--- config.mk ---
export PLATFORM = sky130hd
export DESIGN_NAME = multicycle_ctrl
export DESIGN_NICKNAME = d
export VERILOG_FILES = /design/src/rtl/multicycle_ctrl.sv
export SDC_FILE = /design/constraint.sdc
export NUM_CORES = 1
export LEC_CHECK = 0
export CORE_MARGIN = 3
export CORE_UTILIZATION = 36
export DETAILED_ROUTE_END_ITERATION = 8
export GPL_TIMING_DRIVEN = 1
export PLACE_DENSITY = 0.76
export SYNTH_ARGS = -nofsm -noshare
export SYNTH_HDL_FRONTEND = slang
export SYNTH_SLANG_ARGS = --single-unit
--- constraint.sdc ---
create_clock -name clk -period 1.33 [get_ports clk]
set_clock_uncertainty 0.15 [all_clocks]
set_input_delay 0.1995 -clock clk [delete_from_list [all_inputs] [get_ports clk]]
set_output_delay 0.1995 -clock clk [all_outputs]
set_load 0.05 [all_outputs]
--- src/rtl/multicycle_ctrl.sv ---
`default_nettype none
// ============================================================================
//  Module      : multicycle_ctrl
//  Description : Multi-cycle control unit for the MIPS-subset CPU. Sequences
//                each instruction through IF/ID/EXE/MEM/WB, drives datapath
//                enables and mux selects, and owns PC write enable / next-PC
//                select so the PC advances exactly once per instruction.
//  Revision    : 1.0 - initial release
// ============================================================================
module multicycle_ctrl #(
  parameter logic [5:0] HALT_OP = 6'b111111
) (
  input  logic       clk,
  input  logic       reset,
  input  logic [5:0] opcode,
  input  logic       zero,
  output logic       PCWre,
  output logic [1:0] PCSrc,
  output logic       IRWre,
  output logic       RegWre,
  output logic [1:0] RegDst,
  output logic       WrRegDSrc,
  output logic       DBDataSrc,
  output logic       ALUSrcA,
  output logic       ALUSrcB,
  output logic       ExtSel,
  output logic [2:0] ALUOp,
  output logic       mRD,
  output logic       mWR,
  output logic [2:0] state,
  output logic       halted
);

  localparam logic [2:0] c_S_IF   = 3'b000;
  localparam logic [2:0] c_S_ID   = 3'b001;
  localparam logic [2:0] c_S_EXE  = 3'b010;
  localparam logic [2:0] c_S_MEM  = 3'b011;
  localparam logic [2:0] c_S_WB   = 3'b100;
  localparam logic [2:0] c_S_HALT = 3'b111;

  localparam logic [5:0] c_OP_ADD  = 6'b000000;
  localparam logic [5:0] c_OP_SUB  = 6'b000001;
  localparam logic [5:0] c_OP_ADDI = 6'b000010;
  localparam logic [5:0] c_OP_OR   = 6'b010000;
  localparam logic [5:0] c_OP_AND  = 6'b010001;
  localparam logic [5:0] c_OP_ORI  = 6'b010010;
  localparam logic [5:0] c_OP_SLL  = 6'b011000;
  localparam logic [5:0] c_OP_SLT  = 6'b100110;
  localparam logic [5:0] c_OP_SW   = 6'b110000;
  localparam logic [5:0] c_OP_LW   = 6'b110001;
  localparam logic [5:0] c_OP_BEQ  = 6'b110100;
  localparam logic [5:0] c_OP_J    = 6'b111000;
  localparam logic [5:0] c_OP_JR   = 6'b111001;
  localparam logic [5:0] c_OP_JAL  = 6'b111010;

  logic [2:0] r_state;
  logic [2:0] w_next;

  // ALU-side decode of the current opcode; w_alu_op_ok marks opcodes that go through EXE
  logic       w_alu_op_ok;
  logic [2:0] w_aluop;
  logic       w_srca;
  logic       w_srcb;
  logic       w_ext;

  // Decode ALU controls straight from the opcode (not latched; IR holds it stable)
  always_comb begin
    w_alu_op_ok = 1'b1;
    w_aluop     = 3'b000;
    w_srca      = 1'b0;
    w_srcb      = 1'b0;
    w_ext       = 1'b0;
    case (opcode)
      c_OP_ADD:  w_aluop = 3'b000;
      c_OP_SUB:  w_aluop = 3'b001;
      c_OP_ADDI: begin w_aluop = 3'b000; w_srcb = 1'b1; w_ext = 1'b1; end
      c_OP_OR:   w_aluop = 3'b011;
      c_OP_AND:  w_aluop = 3'b100;
      c_OP_ORI:  begin w_aluop = 3'b011; w_srcb = 1'b1; end
      c_OP_SLL:  begin w_aluop = 3'b010; w_srca = 1'b1; end
      c_OP_SLT:  w_aluop = 3'b101;
      c_OP_SW,
      c_OP_LW:   begin w_aluop = 3'b000; w_srcb = 1'b1; w_ext = 1'b1; end
      c_OP_BEQ:  begin w_aluop = 3'b001; w_ext = 1'b1; end
      default:   w_alu_op_ok = 1'b0;
    endcase
  end

  // State register: synchronous reset returns to IF from any state
  always_ff @(posedge clk) begin
    if (reset) r_state <= c_S_IF;
    else       r_state <= w_next;
  end

  // Next-state sequencing
  always_comb begin
    w_next = c_S_IF;
    case (r_state)
      c_S_IF:  w_next = c_S_ID;
      c_S_ID: begin
        if (opcode == HALT_OP)  w_next = c_S_HALT;
        else if (w_alu_op_ok)   w_next = c_S_EXE;
        else                    w_next = c_S_IF;   // jumps and undefined (nop)
      end
      c_S_EXE: begin
        if (opcode == c_OP_SW || opcode == c_OP_LW) w_next = c_S_MEM;
        else if (opcode == c_OP_BEQ)                w_next = c_S_IF;
        else                                        w_next = c_S_WB;
      end
      c_S_MEM:  w_next = (opcode == c_OP_LW) ? c_S_WB : c_S_IF;
      c_S_WB:   w_next = c_S_IF;
      c_S_HALT: w_next = c_S_HALT;
      default:  w_next = c_S_IF;
    endcase
  end

  // Output decode; reset forces PCWre so the PC clears on the same edge
  always_comb begin
    PCWre     = 1'b0;
    PCSrc     = 2'b00;
    IRWre     = 1'b0;
    RegWre    = 1'b0;
    RegDst    = 2'b00;
    WrRegDSrc = 1'b0;
    DBDataSrc = 1'b0;
    ALUSrcA   = 1'b0;
    ALUSrcB   = 1'b0;
    ExtSel    = 1'b0;
    ALUOp     = 3'b000;
    mRD       = 1'b0;
    mWR       = 1'b0;
    halted    = 1'b0;
    if (reset) begin
      PCWre = 1'b1;
    end else begin
      case (r_state)
        c_S_IF: IRWre = 1'b1;
        c_S_ID: begin
          case (opcode)
            c_OP_J:  begin PCWre = 1'b1; PCSrc = 2'b11; end
            c_OP_JR: begin PCWre = 1'b1; PCSrc = 2'b10; end
            c_OP_JAL: begin
              PCWre  = 1'b1;
              PCSrc  = 2'b11;
              RegWre = 1'b1;     // $31 <- PC+4
            end
            default: begin
              if (opcode != HALT_OP && !w_alu_op_ok) PCWre = 1'b1;  // nop
            end
          endcase
        end
        c_S_EXE: begin
          ALUOp   = w_aluop;
          ALUSrcA = w_srca;
          ALUSrcB = w_srcb;
          ExtSel  = w_ext;
          if (opcode == c_OP_BEQ) begin
            PCWre = 1'b1;
            PCSrc = zero ? 2'b01 : 2'b00;
          end
        end
        c_S_MEM: begin
          if (opcode == c_OP_SW) begin
            mWR   = 1'b1;
            PCWre = 1'b1;
          end else if (opcode == c_OP_LW) begin
            mRD = 1'b1;
          end
        end
        c_S_WB: begin
          ALUOp     = w_aluop;
          ALUSrcA   = w_srca;
          ALUSrcB   = w_srcb;
          ExtSel    = w_ext;
          RegWre    = 1'b1;
          WrRegDSrc = 1'b1;
          PCWre     = 1'b1;
          RegDst    = (opcode == c_OP_ADDI || opcode == c_OP_ORI ||
                       opcode == c_OP_LW) ? 2'b01 : 2'b10;
          DBDataSrc = (opcode == c_OP_LW);
        end
        c_S_HALT: halted = 1'b1;
        default: ;
      endcase
    end
  end

  assign state = r_state;

endmodule
`default_nettype wire

==> flow_summary.yaml, run 1 <==
run_status:
  status: "stopped before the end"
  lastStage: "detailed placement (3_5_place_dp)"
  firstError: "[ERROR DPL-0038] Utilization greater than 100%, impossible to legalize"
floorplanning:
  die_y_um: 47.52
  start_util_pct: 39.81
  std_cell_rows: 14
  io_pins: 30
  die_w_um: 47.52
synth:
  yosys.area_share.adder_pct: 0
  netlist_instances: 99
  yosysTopAreaCell: "nor2_1"
  syn_area_per_cell_um2: 6.269
  ys_seq_area_share_pct: 9.677
  synth_compound_gate_area_share_pct: 28.43
  synth-simple-area-share_pct: 48.59
  synth_top_family_by_area: "simple AND/OR/NAND/NOR gates"
  synth_seq_cells: 3
  synth-edff-count: 0
  yosysTopAreaCellShare_pct: 10.89
  synthesis.nets: 108
  ys_async_sr_fraction_pct: 0
  yosysWarnings: 0
  synth.mux.area_fraction_pct: 0
  syn_area_um2: 620.6
  netlist_top_cells_area: "nor2_1 (11%), dfxtp_1 (9.7%), a21oi_1 (5.6%), nand2b_1 (5.0%), nand2_1 (4.8%)"
  synth-main-ff-cell: "dfxtp_1"
  synth_xor_area_share_pct: 2.823
  ys_types: 37
  yosysMostFrequentCell: "nor2_1"
  synthTopCellsByCount: "nor2_1 (18), nand2_1 (8), a21oi_1 (7)"
placed_design:
  io_buffers: 29
  gp_congestion: 0.9221
==> cells by family after synthesis <==
family / after synthesis
flip-flops: 3
buffers and inverters: 12
XOR/XNOR: 2
AO/OA/AOI/OAI: 25
AND/OR/NAND/NOR: 57
==> stage by stage <==
step              cells  setup TNS (ns)  hold WS, ns  worst slack, ns
global placement    172          -13.99       0.5844          -0.8151
floorplan            99          -7.448       0.4149          -0.5475
==> run 2, diff against run 1 <==
- CORE_AREA: default -> 3 3 64 66
- CORE_MARGIN: 3 -> default
- CORE_UTILIZATION: 36 -> default
- DIE_AREA: default -> 0 0 67 69
- PLACE_DENSITY: 0.76 -> default
- PLACE_DENSITY_LB_ADDON: default -> 0.15
- clock period: 1.33 -> 1.7 ns (I/O delays scaled with it)
==> run 2 against run 1 <==
The flow now finishes, with violations (negative setup slack). Area after synthesis unchanged. Synthesized cell count is the same.
==> flow_summary.yaml, run 2 <==
run_status:
  status: "complete, but fails checks"
  violations: "negative setup slack"
worst_setup_path:
  rr_worst_depth: 6
  cp.arrival_ns: 1.46
  worstPathCellList: "dlygate4sd2_1 > buf_12 > xor2_1 > a221oi_4 > o31ai_4 > buf_12"
  worst_setup_path_end_kind: "output pin"
  start_kind: "primary input"
  r2r_end: "state[2]"
  crit_family: "buffers and inverters"
  ff2ff_setup_slack_ns: 0.21
  crit_path_max_incr_delay_ns: 0.31
  worst-setup-path-type: "in -> out"
  crit_fanout: 15
  worstPathRequired_ns: 1.29
  crit_top_cell: "buf_12"
  rr_startpoint: "state[1]"
  slowest_stage: "a221oi_4"
  path_buf_inv: 3
clock_tree:
  cts_buffer_depth: 2
  cts-htree-levels: 1
  cts_buffers: 3
  cts_hold_buffers: 0
  cts_tree: "yes"
  clk_latency_ns: 0.22
  path_clk_slew_ns: 0.03
  cts_sinks: 3
  clockRootBuffer: "clkbuf_8"
sta:
  setup_viol: 18
  worst_slew_pin_slew_ns: 0.3504
  period_needed_ns: 1.865
  hold_viol_final: 0
  timing.fmax_mhz: 536.3
  relSlewSlack_pct: 76.43
  tns_ns: -1.615
  whs_ns: 0.5353
  setup_slack_ns: -0.1647
  drv_slew: 0
  rsz0062_at_grt: "yes"
  fin_crit_sh_pct: 109.7
synth:
  yosysMostFrequentCell: "nor2_1"
  netlist_top_cells_area: "nor2_1 (11%), dfxtp_1 (9.7%), a21oi_1 (5.6%), nand2b_1 (5.0%), nand2_1 (4.8%)"
  synth-edff-count: 0
  synthTopCellsByCount: "nor2_1 (18), nand2_1 (8), a21oi_1 (7)"
  yosysWarnings: 0
  ys_types: 37
  yosysTopAreaCell: "nor2_1"
  ys_async_sr_fraction_pct: 0
  synthesis.nets: 108
  syn_area_per_cell_um2: 6.269
  syn_area_um2: 620.6
  netlist_instances: 99
  ys_seq_area_share_pct: 9.677
  yosysTopAreaCellShare_pct: 10.89
  synth-main-ff-cell: "dfxtp_1"
  synth_seq_cells: 3
floorplanning:
  io_pins: 30
  std_cell_rows: 22
  die-area_um2: 4623
  coreArea_um2: 3633
  die_w_um: 67
  start_util_pct: 17.08
  die_y_um: 69
placed_design:
  dp_hpwl_um: 2087
  gp_congestion: 0.7089
  io_buffers: 29
detailed_routing:
  totalWireLength_um: 2762
  drt-pass1-iter-count: 4
  drc: 0
  first_iter_violations: 13
  num_vias: 995
  final_antenna_net_count: 0
  vias_per_cell: 4.716
  post_drt_wl_per_cell_um: 13.09
grt:
  grt-ovfl-total: 0
  grt_usage_pct: 12.31
  grt_pass1_vias: 986
  antenna_found_initial: 0
  grt_pass1_wl_um: 4533
  grt_max_degree: 16
finish:
  drive_gt1_share_pct: 71.17
  final_cell_mix: "buf_4 (37), buf_12 (21), nor2_1 (8)"
  nNetsFinal: 173
  largest_reg_flops: 3
  diodes: 0
  synthToLayoutAreaGrowth_pct: 191.9
  layout_commonest_cell: "buf_4"
  fin_util_pct: 49.86
power_and_ir_drop:
  irDropWorstVdd_uv: 541.1
  total_power_uw: 597.4
  p_leak_uw: 0.0007091
  p_per_area_nw_per_um2: 329.8
flow_run:
  maxCapViolCount: 0
worst_hold_path:
  hold_depth: 3
  worstHoldEndpoint: "state[2]"
  min_from: "reset"
  hp-class: "in -> reg"
run 2: worst max path at each step:
stage	startpoint	end	slack, ns	cells after the start
CTS	state[2]	PCSrc[0]	-0.19	4
detailed placement	opcode[4]	ALUOp[0]	-0.64	7
finish	opcode[2]	PCWre	-0.16	6
global route	state[1]	PCSrc[1]	-0.22	6
global placement	opcode[4]	ALUOp[0]	-0.61	7
floorplan	state[1]	ALUSrcA	-0.23	4
run 2: kinds of logic after synthesis:
kind of cell | Yosys count | synth area share [%]
AO/OA/AOI/OAI | 25 | 28.43
buffers and inverters | 12 | 10.48
flip-flops | 3 | 9.678
AND/OR/NAND/NOR | 57 | 48.59
XOR/XNOR | 2 | 2.823
run 2: stage by stage:
step | area, um2 | setup WS (ns) | std cells
global route | 1812 | -0.2179 | 211
detailed placement | 1592 | -0.6409 | 200
floorplan | 857.1 | -0.2334 | 99
CTS | 1714 | -0.1862 | 208
finish | 1812 | -0.1647 | 211
global placement | 1592 | -0.6142 | 200
run 2: metal layers:
layer	track usage [%]	routed length, um	vias up
li1	-	-	488
met1	16.04	1194	472
met2	20.09	1413	27
met3	3.094	103	8
met4	2.703	51	0
met5	0	0	-
run 2: cell type report:
cell class                      instances  area, um2
Clock buffer                            4      45.04
Inverter                                2      11.26
Timing Repair Buffer                   70      812.0
Fill cell                             349       1822
Sequential cell                         3      71.32
Tap cell                               48      60.06
Multi-Input combinational cell         84      812.0
run 2: worst min-delay path, delay by kind of cell:
family | cells | cell delay (ns)
buf+inv | 2 | 0.51
simple gates | 1 | 0.10
run 2: repair_timing:
action | in CTS | in global routing
setup buffers | 4 | 4
setup endpoints to repair | 21 | 18
gates cloned | 0 | 0
resized for setup | 39 | 26
pin swaps | 16 | 17
run 2: power breakdown:
part / internal (uW) / switching [uW]
registers: 72.4 / 10.3
clock network: 160 / 47.4
logic: 151 / 156
Note: power is estimated with default switching activity, not from simulation.
==> run 3, diff against run 2 <==
- ABC_AREA: default -> 1
- CTS_CLUSTER_SIZE: default -> 16
==> run 3 against run 2 <==
Count of clock-buffer cells in the layout unchanged. First-iteration DRC count unchanged. Design area decreased by 7.0%. Largest cell class unchanged. Area after synthesis decreased by 8.9%. The run still ends with negative setup slack left. Routed wire length decreased by 15%. Die area unchanged. Critical path type is now reg -> out. Core utilization decreased by 3.5 points. Clock power decreased by 2%. Non-clock buffer count decreased by 9. Synthesized cell count increased by 5.1%. Via count decreased by 6.7%.
==> flow_summary.yaml, run 3 <==
worst_setup_path:
  cp.arrival_ns: 1.42
  worstSetupEndpoint: "ALUOp[0]"
  r2r_end: "state[0]"
  rr_startpoint: "state[2]"
  ff2ff_setup_slack_ns: 0.40
  path_buf_inv: 3
  slowest_stage: "dfxtp_4"
  worstPathCellList: "nor2_4 > inv_2 > nor2_4 > nand2_4 > nand2_4 > inv_6 > a41oi_4 > buf_12"
  path_depth: 8
  worst-setup-path-type: "reg -> out"
  rr_worst_depth: 6
  startpoint: "state[0]"
  crit_path_max_incr_delay_ns: 0.35
  start_kind: "register"
  worst_setup_path_end_kind: "output pin"
  worstPathRequired_ns: 1.29
  crit_fanout: 5
  crit_family: "simple AND/OR/NAND/NOR gates"
sta:
  fin_crit_sh_pct: 107.5
  timing.fmax_mhz: 547.4
  tns_ns: -0.3882
  relSlewSlack_pct: 81.94
  drv_slew: 0
  rsz0062_at_grt: "yes"
  setup_slack_ns: -0.1268
  period_needed_ns: 1.827
  setup_viol: 13
  worst_slew_pin_slew_ns: 0.2684
  hold_viol_final: 0
finish:
  n_fill_cell: 361
  multi_input_area_um2: 710.7
  synthToLayoutAreaGrowth_pct: 198.0
  diodes: 0
  layout_commonest_cell: "buf_4"
  seq_area_um2: 71.32
  fin_util_pct: 46.38
  largest_reg_flops: 3
  nNetsFinal: 178
  drive_gt1_share_pct: 72.62
  final_cell_mix: "buf_4 (29), buf_12 (18), nor2_4 (12)"
  final_cell_area_um2: 1685
worst_hold_path:
  min_from: "reset"
  hp-class: "in -> reg"
clock_tree:
  cts-htree-levels: 1
  cts_tree: "yes"
  path_clk_slew_ns: 0.03
  cts_buffers: 3
  clk_latency_ns: 0.21
  cts_hold_buffers: 0
  cts_sinks: 3
  clockRootBuffer: "clkbuf_8"
  cts_buffer_depth: 2
floorplanning:
  start_util_pct: 15.56
  io_pins: 30
  std_cell_rows: 22
  die_y_um: 69
  die-area_um2: 4623
  die_w_um: 67
  coreArea_um2: 3633
synth:
  netlist_instances: 104
  syn_area_um2: 565.5
  synth-main-ff-cell: "dfxtp_1"
  synthesis.nets: 113
  synthTopCellsByCount: "nor2_1 (20), inv_1 (15), nand2_1 (14)"
  yosysTopAreaCellShare_pct: 13.27
  syn_area_per_cell_um2: 5.438
  ys_types: 22
  synth-edff-count: 0
  ys_async_sr_fraction_pct: 0
  synth_seq_cells: 3
  netlist_top_cells_area: "nor2_1 (13%), nand3_1 (12%), dfxtp_1 (11%), inv_1 (10%), nand2_1 (9.3%)"
  yosysWarnings: 0
  yosysTopAreaCell: "nor2_1"
  ys_seq_area_share_pct: 10.62
  yosysMostFrequentCell: "nor2_1"
detailed_routing:
  vias_per_cell: 4.296
  num_vias: 928
  totalWireLength_um: 2344
  post_drt_wl_per_cell_um: 10.85
  drt-pass1-iter-count: 3
  drc: 0
  first_iter_violations: 13
  final_antenna_net_count: 0
grt:
  antenna_found_initial: 0
  grt_usage_pct: 10.87
  grt_max_degree: 9
  grt-ovfl-total: 0
  grt_pass1_wl_um: 4209
  grt_pass1_vias: 997
flow_run:
  maxCapViolCount: 0
placed_design:
  dpl_worst_slack_ns: -0.5289
  place_area_um2: 1396
  io_buffers: 29
  dp_hpwl_um: 1867
  gp_congestion: 0.8255
power_and_ir_drop:
  p_leak_uw: 0.0007012
  irDropWorstVdd_uv: 254.3
  p_per_area_nw_per_um2: 315.0
run_status:
  status: "complete, but fails checks"
  violations: "negative setup slack"
-- run 3: how the worst min path moves through the flow --
stage / slack, ns / to / depth (start not counted)
after global placement: 0.57 / state[2] / 4
after global routing: 0.50 / state[1] / 3
after CTS: 0.43 / state[1] / 3
after floorplan: 0.39 / state[0] / 4
after detailed placement: 0.57 / state[1] / 4
final: 0.43 / state[1] / 3
-- run 3: kinds of logic after synthesis --
group           count (synthesis)  synth area share (%)
flops                           3                 10.62
compound gates                 12                 13.28
simple gates                   68                 61.95
buf+inv                        21                 14.16
-- run 3: where the power goes --
part           switching [uW]  internal, uW  leakage [uW]  total [uW]
combinational             139           111      0.000652         250
clock                    43.0           160     0.0000228         203
sequential               6.14          71.9     0.0000266        78.1
-- run 3: final cells by class --
cell class | instances | share of cell area [%]
clock buffer | 4 | 2.673
inverter | 20 | 5.197
multi-input combinational | 80 | 42.17
sequential | 3 | 4.232
tap | 48 | 3.563
timing repair buffer | 61 | 42.17
-- run 3: worst min-delay path, stage by stage --
cell	delay, ns
dlygate4sd2_1	0.23
buf_4	0.22
a21oi_2	0.04
-- run 3: stage by stage --
stage	power, uW	hold slack [ns]	std cells
2_1_floorplan	182.2	0.3931	104
3_3_place_gp	278.4	0.5707	199
3_5_place_dp	278.1	0.5675	199
4_1_cts	514.1	0.4348	211
5_1_grt	559.6	0.4953	216
6_report	530.9	0.4325	216
-- run 3: metal layers --
| metal | vias up | track usage, % | part of all wire, % |
|---|---|---|---|
| met3 | 2 | 0.4886 | 2.3 |
| li1 | 472 | - | - |
| met2 | 16 | 19.21 | 53 |
| met5 | - | 0 | 0 |
| met4 | 0 | 2.477 | 0.94 |
| met1 | 438 | 14.15 | 43 |
-- run 3: repair_timing --
| action | CTS | global route |
|---|---|---|
| setup buffers | 8 | 5 |
| pin swaps | 13 | 10 |
| setup endpoints to repair | 20 | 16 |
| hold endpoints to repair | 0 | 0 |
| resized for setup | 61 | 11 |
